File: config.mk
export PLATFORM = sky130hd
export DESIGN_NAME = abs_pipe
export DESIGN_NICKNAME = d
export VERILOG_FILES = /design/src/rtl/abs_pkg.sv /design/src/rtl/prefix_inc.sv /design/src/rtl/abs_pipe.sv
export SDC_FILE = /design/constraint.sdc
export NUM_CORES = 1
export LEC_CHECK = 0
export BUFFER_PORTS_ARGS = -buffer_cell sky130_fd_sc_hd__buf_2
export CAP_MARGIN = 20
export CORE_MARGIN = 2
export CORE_UTILIZATION = 40
export DETAILED_ROUTE_END_ITERATION = 10
export GPL_TIMING_DRIVEN = 0
export RECOVER_POWER = 100
export SLEW_MARGIN = 0
export SYNTH_ARGS = -nofsm -noshare
export SYNTH_HDL_FRONTEND = slang
export SYNTH_SLANG_ARGS = --single-unit
File: constraint.sdc
create_clock -name clk -period 4.03 [get_ports clk]
set_clock_uncertainty 0.2 [all_clocks]
set_input_delay 0.806 -clock clk [delete_from_list [all_inputs] [get_ports clk]]
set_output_delay 0.806 -clock clk [all_outputs]
set_load 0.02 [all_outputs]
File: src/rtl/abs_pkg.sv
// Shared types and constants for the pipelined absolute-value unit.
package abs_pkg;

    // Operation select, captured together with each operand.
    typedef enum logic [1:0] {
        MODE_PASS = 2'b00,
        MODE_ABS  = 2'b01,
        MODE_NEG  = 2'b10,
        MODE_SABS = 2'b11
    } abs_mode_e;

    // Most-negative two's-complement value of an n-bit word, right-aligned in 64 bits.
    function automatic logic [63:0] abs_most_neg(input int n);
        return 64'd1 << (n - 1);
    endfunction

    // Maximum positive two's-complement value of an n-bit word, right-aligned in 64 bits.
    function automatic logic [63:0] abs_max_pos(input int n);
        return abs_most_neg(n) - 64'd1;
    endfunction

endpackage

File: src/rtl/prefix_inc.sv
// Sklansky parallel-prefix incrementer: s = a + cin (mod 2^W), cout = carry out of bit W-1.
// Instantiated with W >= 2 only.
module prefix_inc #(
    parameter int W = 8
) (
    input  logic [W-1:0] a,
    input  logic         cin,
    output logic [W-1:0] s,
    output logic         cout
);
    localparam int LV = (W > 1) ? $clog2(W) : 1;

    // pre[i] = &a[i:0]; the AND-propagate term of every prefix
    logic [W-1:0] pre;
    // carry[i] = carry into bit i
    logic [W-1:0] carry;

    // Sklansky tree: at level l, every bit with index bit l set joins the
    // last bit of the lower half of its 2^(l+1)-wide block.
    always_comb begin
        logic [W-1:0] cur;
        logic [W-1:0] nxt;
        cur = a;
        nxt = a;
        for (int l = 0; l < LV; l++) begin
            nxt = cur;
            for (int i = 0; i < W; i++) begin
                if (((i >> l) & 1) == 1) begin
                    nxt[i] = cur[i] & cur[((i >> l) << l) - 1];
                end
            end
            cur = nxt;
        end
        pre = cur;
    end

    assign carry = {pre[W-2:0], 1'b1} & {W{cin}};
    assign s     = a ^ carry;
    assign cout  = cin & pre[W-1];

endmodule

File: src/rtl/abs_pipe.sv
// Pipelined pass / abs / negate / saturating-abs unit with valid/ready on both sides.
// The conditional invert is done at the input; the increment is either done in
// one register stage or split at bit N/2 across two stages.
module abs_pipe
    import abs_pkg::*;
#(
    parameter int N      = 16,
    parameter int STAGES = 2
) (
    input  logic         clk,
    input  logic         rst_n,
    input  logic         in_valid,
    output logic         in_ready,
    input  logic [N-1:0] in_data,
    input  logic [1:0]   in_mode,
    output logic         out_valid,
    input  logic         out_ready,
    output logic [N-1:0] out_data,
    output logic         out_ovf
);
    localparam logic [N-1:0] MAX_POS = N'(abs_max_pos(N));

    // Replace an overflowed SABS result by the largest positive value.
    function automatic logic [N-1:0] sat_fn(input logic [N-1:0] sum, input logic sat);
        return sat ? MAX_POS : sum;
    endfunction

    // Signed overflow of adding the increment: carry into the MSB differs from
    // the carry out. Carry into the MSB is recovered as op_msb ^ sum_msb.
    // Only the most-negative operand negated can trigger it; negating zero
    // carries out of the MSB as well and correctly reports no overflow.
    function automatic logic ovf_fn(input logic op_msb, input logic sum_msb, input logic cout);
        return op_msb ^ sum_msb ^ cout;
    endfunction

    // ---- stage 0: decode mode, conditional invert ----
    abs_mode_e           mode_p0;
    logic signed [N-1:0] opnd_p0;
    logic                inv_p0;
    logic                sabs_p0;
    logic [N-1:0]        x_p0;

    assign mode_p0 = abs_mode_e'(in_mode);
    assign opnd_p0 = in_data;
    assign inv_p0  = (mode_p0 == MODE_ABS || mode_p0 == MODE_SABS) ? opnd_p0[N-1]
                                                                    : (mode_p0 == MODE_NEG);
    assign sabs_p0 = (mode_p0 == MODE_SABS);
    assign x_p0    = in_data ^ {N{inv_p0}};

    generate
        if (STAGES == 2) begin : g_split
            localparam int LO_W = N / 2;
            localparam int HI_W = N - LO_W;

            logic [LO_W-1:0] lo_sum_p0;
            logic            lo_cout_p0;

            prefix_inc #(.W(LO_W)) u_inc_lo (
                .a    (x_p0[LO_W-1:0]),
                .cin  (inv_p0),
                .s    (lo_sum_p0),
                .cout (lo_cout_p0)
            );

            logic            vld_p1;
            logic            vld_p2;
            logic            acc_p1;
            logic            acc_p2;
            logic [HI_W-1:0] hi_x_p1;
            logic [LO_W-1:0] lo_sum_p1;
            logic            carry_p1;
            logic            sabs_p1;
            logic [HI_W-1:0] hi_sum_p1;
            logic            hi_cout_p1;
            logic            ovf_p1;
            logic [N-1:0]    data_p2;
            logic            ovf_p2;

            // Pass-through ready chain: a stage takes new data when empty or draining.
            assign acc_p2   = !vld_p2 || out_ready;
            assign acc_p1   = !vld_p1 || acc_p2;
            assign in_ready = acc_p1;

            // Stage valid bits; reset discards everything in flight.
            always_ff @(posedge clk or negedge rst_n) begin
                if (!rst_n) begin
                    vld_p1 <= 1'b0;
                    vld_p2 <= 1'b0;
                end else begin
                    if (acc_p1) vld_p1 <= in_valid;
                    if (acc_p2) vld_p2 <= vld_p1;
                end
            end

            // ---- stage 1: upper inverted half, low-half sum and its carry ----
            always_ff @(posedge clk) begin
                if (acc_p1 && in_valid) begin
                    hi_x_p1   <= x_p0[N-1:LO_W];
                    lo_sum_p1 <= lo_sum_p0;
                    carry_p1  <= lo_cout_p0;
                    sabs_p1   <= sabs_p0;
                end
            end

            prefix_inc #(.W(HI_W)) u_inc_hi (
                .a    (hi_x_p1),
                .cin  (carry_p1),
                .s    (hi_sum_p1),
                .cout (hi_cout_p1)
            );

            assign ovf_p1 = ovf_fn(hi_x_p1[HI_W-1], hi_sum_p1[HI_W-1], hi_cout_p1);

            // ---- stage 2: full result, saturated when requested ----
            always_ff @(posedge clk) begin
                if (acc_p2 && vld_p1) begin
                    data_p2 <= sat_fn({hi_sum_p1, lo_sum_p1}, sabs_p1 && ovf_p1);
                    ovf_p2  <= ovf_p1;
                end
            end

            assign out_valid = vld_p2;
            assign out_data  = vld_p2 ? data_p2 : '0;
            assign out_ovf   = vld_p2 && ovf_p2;
        end else begin : g_single
            logic [N-1:0] sum_p0;
            logic         cout_p0;
            logic         ovf_p0;

            prefix_inc #(.W(N)) u_inc (
                .a    (x_p0),
                .cin  (inv_p0),
                .s    (sum_p0),
                .cout (cout_p0)
            );

            assign ovf_p0 = ovf_fn(x_p0[N-1], sum_p0[N-1], cout_p0);

            logic         vld_p1;
            logic         acc_p1;
            logic [N-1:0] data_p1;
            logic         ovf_p1;

            assign acc_p1   = !vld_p1 || out_ready;
            assign in_ready = acc_p1;

            // Single stage valid bit; reset discards the operand in flight.
            always_ff @(posedge clk or negedge rst_n) begin
                if (!rst_n) begin
                    vld_p1 <= 1'b0;
                end else if (acc_p1) begin
                    vld_p1 <= in_valid;
                end
            end

            // ---- stage 1: full result, saturated when requested ----
            always_ff @(posedge clk) begin
                if (acc_p1 && in_valid) begin
                    data_p1 <= sat_fn(sum_p0, sabs_p0 && ovf_p0);
                    ovf_p1  <= ovf_p0;
                end
            end

            assign out_valid = vld_p1;
            assign out_data  = vld_p1 ? data_p1 : '0;
            assign out_ovf   = vld_p1 && ovf_p1;
        end
    endgenerate

endmodule

==> results of run 1 <==
[metal layers]
metal  GRT usage  vias up  share of wire
met5           0        -              0
met4     0.06918        0          0.018
met3     0.02991        4          0.065
met2      0.1595       32           0.44
met1      0.1306      446           0.47
li1            -      580              -
[stage by stage]
step                setup WS, ns  cells  hold WS [ns]  area (sq um)    util
floorplan                  1.402    139        0.2487          1807       -
global placement           1.153    231        0.2640          2072  0.4759
detailed placement         1.062    231        0.2816          2072  0.4759
CTS                        1.359    239       0.09025          2155  0.4948
global route               1.025    239       0.09430          2116  0.4859
finish                     1.250    239       0.09736          2116  0.4859
[state kept, by name, summed over array words and instances, names as in the netlist]
name               flops
g_split.data_p2       16
g_split.hi_x_p1        8
g_split.lo_sum_p1      8
g_split.carry_p1       1
g_split.ovf_p2         1
g_split.sabs_p1        1
g_split.vld_p1         1
out_valid              1
[placed cells by master (no fill, tap or decap)]
cell      count
mux2i_1       2
nor2_4        1
dfrtp_1       2
ha_1          2
or2_1         8
xor2_1        5
and3b_1       1
and2_0        9
nor2_1        8
mux2_1        1
nand3b_1      1
nor4_1        1
and2_1       11
o21ai_0       1
clkbuf_1     18
nand4_1       3
nand2_1       3
xnor2_1      12
and4_1        1
and3_1        2
edfxtp_1     35
xnor2_2       1
nor4_4        1
and2_2        1
clkbuf_8      5
nor3_1        4
nand2b_1      5
clkinv_2      2
nand3_1       1
buf_2        25
a21o_1        1
inv_1         4
a21oi_1       7
or2_0         2
nor2_2        1
[cell type report]
type	instances	area, sq um
Fill cell	397	2238
Sequential cell	37	1101
Multi-Input combinational cell	96	663.1
Timing Repair Buffer	40	181.4
Clock buffer	6	72.57
Tap cell	52	65.06
Inverter	4	15.01
Clock inverter	2	10.01
Buffer	2	7.507
[power by group through the flow]
stage | clock [uW] | sequential (uW) | combinational (uW)
4_1_cts | 239 | 484 | 150
3_5_place_dp | 0 | 492 | 149
6_report | 231 | 484 | 140
5_1_grt | 254 | 489 | 157
2_1_floorplan | 0 | 488 | 104
3_3_place_gp | 0 | 491 | 146
[cells by family after synthesis]
| family | Yosys count | share of synthesized area |
|---|---|---|
| simple gates | 64 | 0.2209 |
| flops | 37 | 0.6094 |
| xor+xnor | 18 | 0.09141 |
| compound gates | 9 | 0.02631 |
| buf+inv | 6 | 0.01662 |
| mux | 3 | 0.02146 |
| fa+ha+maj | 2 | 0.01385 |
[worst max-delay path, delay by kind of cell]
kind                     cells  cell delay [ns]
buffers and inverters        2             0.30
AO/OA/AOI/OAI                1             0.16
AND/OR/NAND/NOR              1             0.34
XOR/XNOR                     1             0.17
multiplexers                 1             0.45
adder cells (fa/ha/maj)      1             0.38
[how the worst max path moves through the flow]
stage               start                   end  slack (ns)  cells after the start
6_report       in_mode[0]  g_split.lo_sum_p1[5]        1.25                      7
5_1_grt        in_mode[0]  g_split.lo_sum_p1[5]        1.02                      7
4_1_cts        in_mode[0]  g_split.lo_sum_p1[5]        1.36                      7
3_5_place_dp   in_mode[0]  g_split.lo_sum_p1[5]        1.06                      7
3_3_place_gp   in_mode[0]  g_split.lo_sum_p1[7]        1.15                      7
2_1_floorplan  in_mode[0]  g_split.lo_sum_p1[5]        1.40                      6
==> results.cfg, run 1 <==
[run_status]
status = finished clean

[synthesis]
ys_seq_area_frac = 0.6094
ys_seq_elements = 37
syn_inst = 139
synth_edf_count = 35
avgSynthCellArea_sq_um = 13.00
synth_area_leaders = edfxtp_1 58%, and2_1 6.9%, xnor2_1 5.8%
synthArstFlopShare = 0.05405
synth_warnings = 0
synth_ff_type = edfxtp_1
synthTopCellsByCount = 35 x edfxtp_1, 20 x and2_1, 12 x xnor2_1
synth_cell_types = 33
synth_top_area_frac = 0.5817
syn_area_sq_mm = 0.001807
yosysTopAreaCell = edfxtp_1
synth.most_common_cell = edfxtp_1
syn-num-nets = 163

[power_and_ir_drop]
p_sw_uw = 209.3
switching_share = 0.2447
p_clk_frac = 0.270
fin_total_pwr_uw = 855.3
power.internal_uw = 646.0
powerDensity_mw_per_mm2 = 404.2
seqPwrFrac = 0.566
combinationalPowerShare = 0.164
vdd_drop_max_v = 0.0001423
leakage_uw = 0.0007899

[global_route]
overflow = 0
antenna_found_initial = 0
grtUsageTotal = 0.1051
grt_max_degree = 19
grt_pass1_wl_mm = 4.112
grt_pass1_vias = 963

[critical_path]
cp_cell_sequence = clkbuf_1 > mux2i_1 > inv_1 > ha_1 > nor4_4 > a21oi_1 > xor2_1
cp.arrival_ns = 2.60
crit_slowest_cell = mux2i_1
slowest_delay_ns = 0.45
reg2reg_slack_ns = 1.97
r2r-start = out_valid
ff2ff_path_depth = 2
crit_type = primary input to flop
r2r-end = g_split.hi_x_p1[2]
crit_path_max_fanout = 6
critPathCaptureType = flop
cp.required_ns = 3.85
startpoint_type = primary input

[place]
io_buffers = 40
place_congestion = 0.6880
dpl.hpwl_mm = 1.977

[timing]
setup_viol = 0
slew_headroom = 0.2996
period_needed_ns = 2.780
hold_violations = 0
max_freq_mhz = 359.7
finalCritPeriodShare = 0.6898
tightest_slew_ns = 1.050
rsz0062_at_grt = false
fin_setup_tns_ns = 0
finalMaxSlewViolations = 0

[clocking]
cts_tree = yes
insertion_delay_ns = 0.28
clockBufferDepth = 2
numCtsBuffers = 5
hold_buffers = 0
clock-sinks = 37
clockRootBuffer = clkbuf_8
htreeDepth = 2
cts_setup_buffers = 0
ctsResizeCount = 0
clk_pin_slew_worst_paths_ns = 0.07

[drt]
ant_nets = 0
drcViolationCount = 0
wl_per_cell_um = 10.34
vias = 1062
dr.first_iter.drc_count = 18
viasPerCell = 4.444
dr.pass1.iters = 4
wl_mm = 2.472

[floorplanning]
start_util = 0.4149
floorplan.die_area_sq_mm = 0.005070
die_h_um = 71.21
num_rows = 24
core_sq_mm = 0.004354
io_pins = 41
die_w_um = 71.21

[worst_hold_path]
hp-class = primary input to async pin

[cells_and_area]
diodes = 0
area_growth_pct = 17.11
drive_above_1_share = 0.1979
nNetsFinal = 210

[run]
maxCapViolCount = 0
(Power assumes the default switching activity.)
==> run 2, diff against run 1 <==
ABC_AREA = 1   (was not set)
clock period = 2.7 ns   (was 4.03 ns; I/O delays follow)
==> results.cfg, run 2 <==
[run_status]
status = finished clean

[critical_path]
cp_common_cell = clkbuf_1
crit_slowest_cell = dfrtp_1
critPathBufInv = 4
startpoint_type = flop
ff2ff_path_depth = 7
r2r-end = g_split.data_p2[5]
r2r-start = g_split.hi_x_p1[1]
cp.required_ns = 1.96
crit_type = flop to output port
critPathTopFamily = buffers and inverters
cp.arrival_ns = 1.72
critPathCaptureType = output port
cp_cell_sequence = clkbuf_1 > clkbuf_1 > nand2_1 > inv_1 > clkbuf_1
crit_path_max_fanout = 10
slowest_delay_ns = 0.36
reg2reg_slack_ns = 0.52

[synthesis]
synth_ff_type = edfxtp_1
syn-num-nets = 227
synth_edf_count = 35
ys_seq_area_frac = 0.5786
syn_inst = 203
synth_area_leaders = edfxtp_1 55%, nand2_1 12%, inv_1 10%
yosysTopAreaCell = edfxtp_1
synth_warnings = 0
synth.most_common_cell = nand2_1
synthArstFlopShare = 0.05405
synth_cell_types = 23
synthTopCellsByCount = 62 x nand2_1, 53 x inv_1, 35 x edfxtp_1
avgSynthCellArea_sq_um = 9.375
syn_area_sq_mm = 0.001903
synth_top_area_frac = 0.5523
ys_seq_elements = 37

[cells_and_area]
layout_commonest_cell = nand2_1
regMostFlops = g_split.data_p2
diodes = 0
final_cell_mix = 64 x nand2_1, 53 x inv_1, 35 x edfxtp_1
area_growth_pct = 15.84
drive_above_1_share = 0.1394
fillers = 465
largestRegisters = g_split.data_p2 (16), g_split.hi_x_p1 (8), g_split.lo_sum_p1 (8)
largest_reg_flops = 16
nNetsFinal = 275

[global_route]
grt_pass1_vias = 1130
overflow = 0
grtUsageTotal = 0.1113
grt_pass1_wl_mm = 4.629
grt_max_degree = 19
antenna_found_initial = 0

[drt]
wl_mm = 2.534
ant_nets = 0
dr.pass1.iters = 4
wl_per_cell_um = 8.308
vias = 1237
dr.first_iter.drc_count = 29
viasPerCell = 4.056
drcViolationCount = 0

[place]
io_buffers = 40
dpl_worst_slack_ns = -0.06488
dpl.hpwl_mm = 2.071
place_congestion = 0.6653

[worst_hold_path]
whs_path_depth = 3
hp-start = in_valid
hp-class = primary input to flop
min_to = g_split.vld_p1

[timing]
max_freq_mhz = 406.3
slew_headroom = 0.4260
finalCritPeriodShare = 0.9117
fin_setup_tns_ns = 0
hold_violations = 0
tightest_slew_ns = 0.8610
fin_ws_ns = 0.2385
finalMaxSlewViolations = 0
setup_viol = 0
rsz0062_at_grt = false
period_needed_ns = 2.461

[floorplanning]
num_rows = 25
io_pins = 41
floorplan.die_area_sq_mm = 0.005325
start_util = 0.4083
die_h_um = 72.98
die_w_um = 72.98
core_sq_mm = 0.004661

[clocking]
cts_setup_buffers = 0
htreeDepth = 2
clock-sinks = 37
insertion_delay_ns = 0.27
clk_pin_slew_worst_paths_ns = 0.06
clockRootBuffer = clkbuf_8
clockBufferDepth = 2
ctsResizeCount = 0
cts_tree = yes
numCtsBuffers = 5

[power_and_ir_drop]
vdd_drop_max_v = 0.0002048
leakage_uw = 0.001169
powerDensity_mw_per_mm2 = 602.5

[run]
maxCapViolCount = 0
-- run 2: cell types whose count changed after synthesis, sizes merged, moves of 4 or more --
cell and change:
or2 -10, and2 -21, nand3 +8, nor2 -4, nand2b -5, xor2 +8, xnor2 -9, a21oi -6
inv +49, nand2 +61
-- run 2: final cells by class --
| class | instances | area (sq um) | share of cell area |
|---|---|---|---|
| sequential | 37 | 1101 | 0.4994 |
| multi-input combinational | 109 | 549.3 | 0.2491 |
| inverter | 53 | 198.9 | 0.09024 |
| timing repair buffer | 41 | 195.2 | 0.08854 |
| clock buffer | 6 | 72.57 | 0.03292 |
| tap | 54 | 67.56 | 0.03065 |
| buffer | 4 | 16.27 | 0.007378 |
| clock inverter | 1 | 3.754 | 0.001703 |
-- run 2: tightest hold or removal path, stage by stage --
cell and delay [ns]:
buf_2 0.07, nand2_1 0.06, nand2_1 0.05
-- run 2: worst max path at each step --
stage / from / end / depth (start not counted)
2_1_floorplan: in_mode[0] / g_split.lo_sum_p1[7] / 11
3_3_place_gp: in_mode[0] / g_split.lo_sum_p1[7] / 12
3_5_place_dp: in_mode[0] / g_split.lo_sum_p1[7] / 12
4_1_cts: in_mode[0] / g_split.lo_sum_p1[7] / 12
5_1_grt: out_valid / out_data[11] / 5
6_report: out_valid / out_data[14] / 5
-- run 2: logic make-up after synthesis --
kind of cell	count (synthesis)	share of synthesized area
compound gates	5	0.01446
fa+ha+maj	2	0.01315
flops	37	0.5786
buf+inv	57	0.1170
simple gates	85	0.1986
xor+xnor	17	0.07824
-- run 2: repair_timing --
action                                 4_1_cts  5_1_grt
setup endpoints to repair                    0        0
endpoints found under the hold margin        2        0
hold buffers                                 1        0
-- run 2: stage by stage --
step	hold slack (ns)	power, uW	cells	area, sq um	utilization
floorplan	0.04441	938.2	203	1903	-
global placement	0.1257	1018	297	2171	0.4658
detailed placement	0.1274	1024	297	2175	0.4666
CTS	0.2814	1357	305	2261	0.4851
global route	0.3102	1412	305	2205	0.4730
finish	0.2861	1328	305	2205	0.4730
-- run 2: per-layer routing --
metal | wire length [um] | vias to the layer above | global-route usage
li1 | - | 710 | -
met1 | 1189 | 493 | 0.1409
met2 | 1167 | 30 | 0.1828
met3 | 135 | 4 | 0.03315
met4 | 42 | 0 | 0.03704
met5 | 0 | - | 0
-- run 2: where the power goes --
part | internal (uW) | switching, uW
Combinational | 88.2 | 175
Sequential | 714 | 20.7
Clock | 173 | 157
Total | 975 | 353
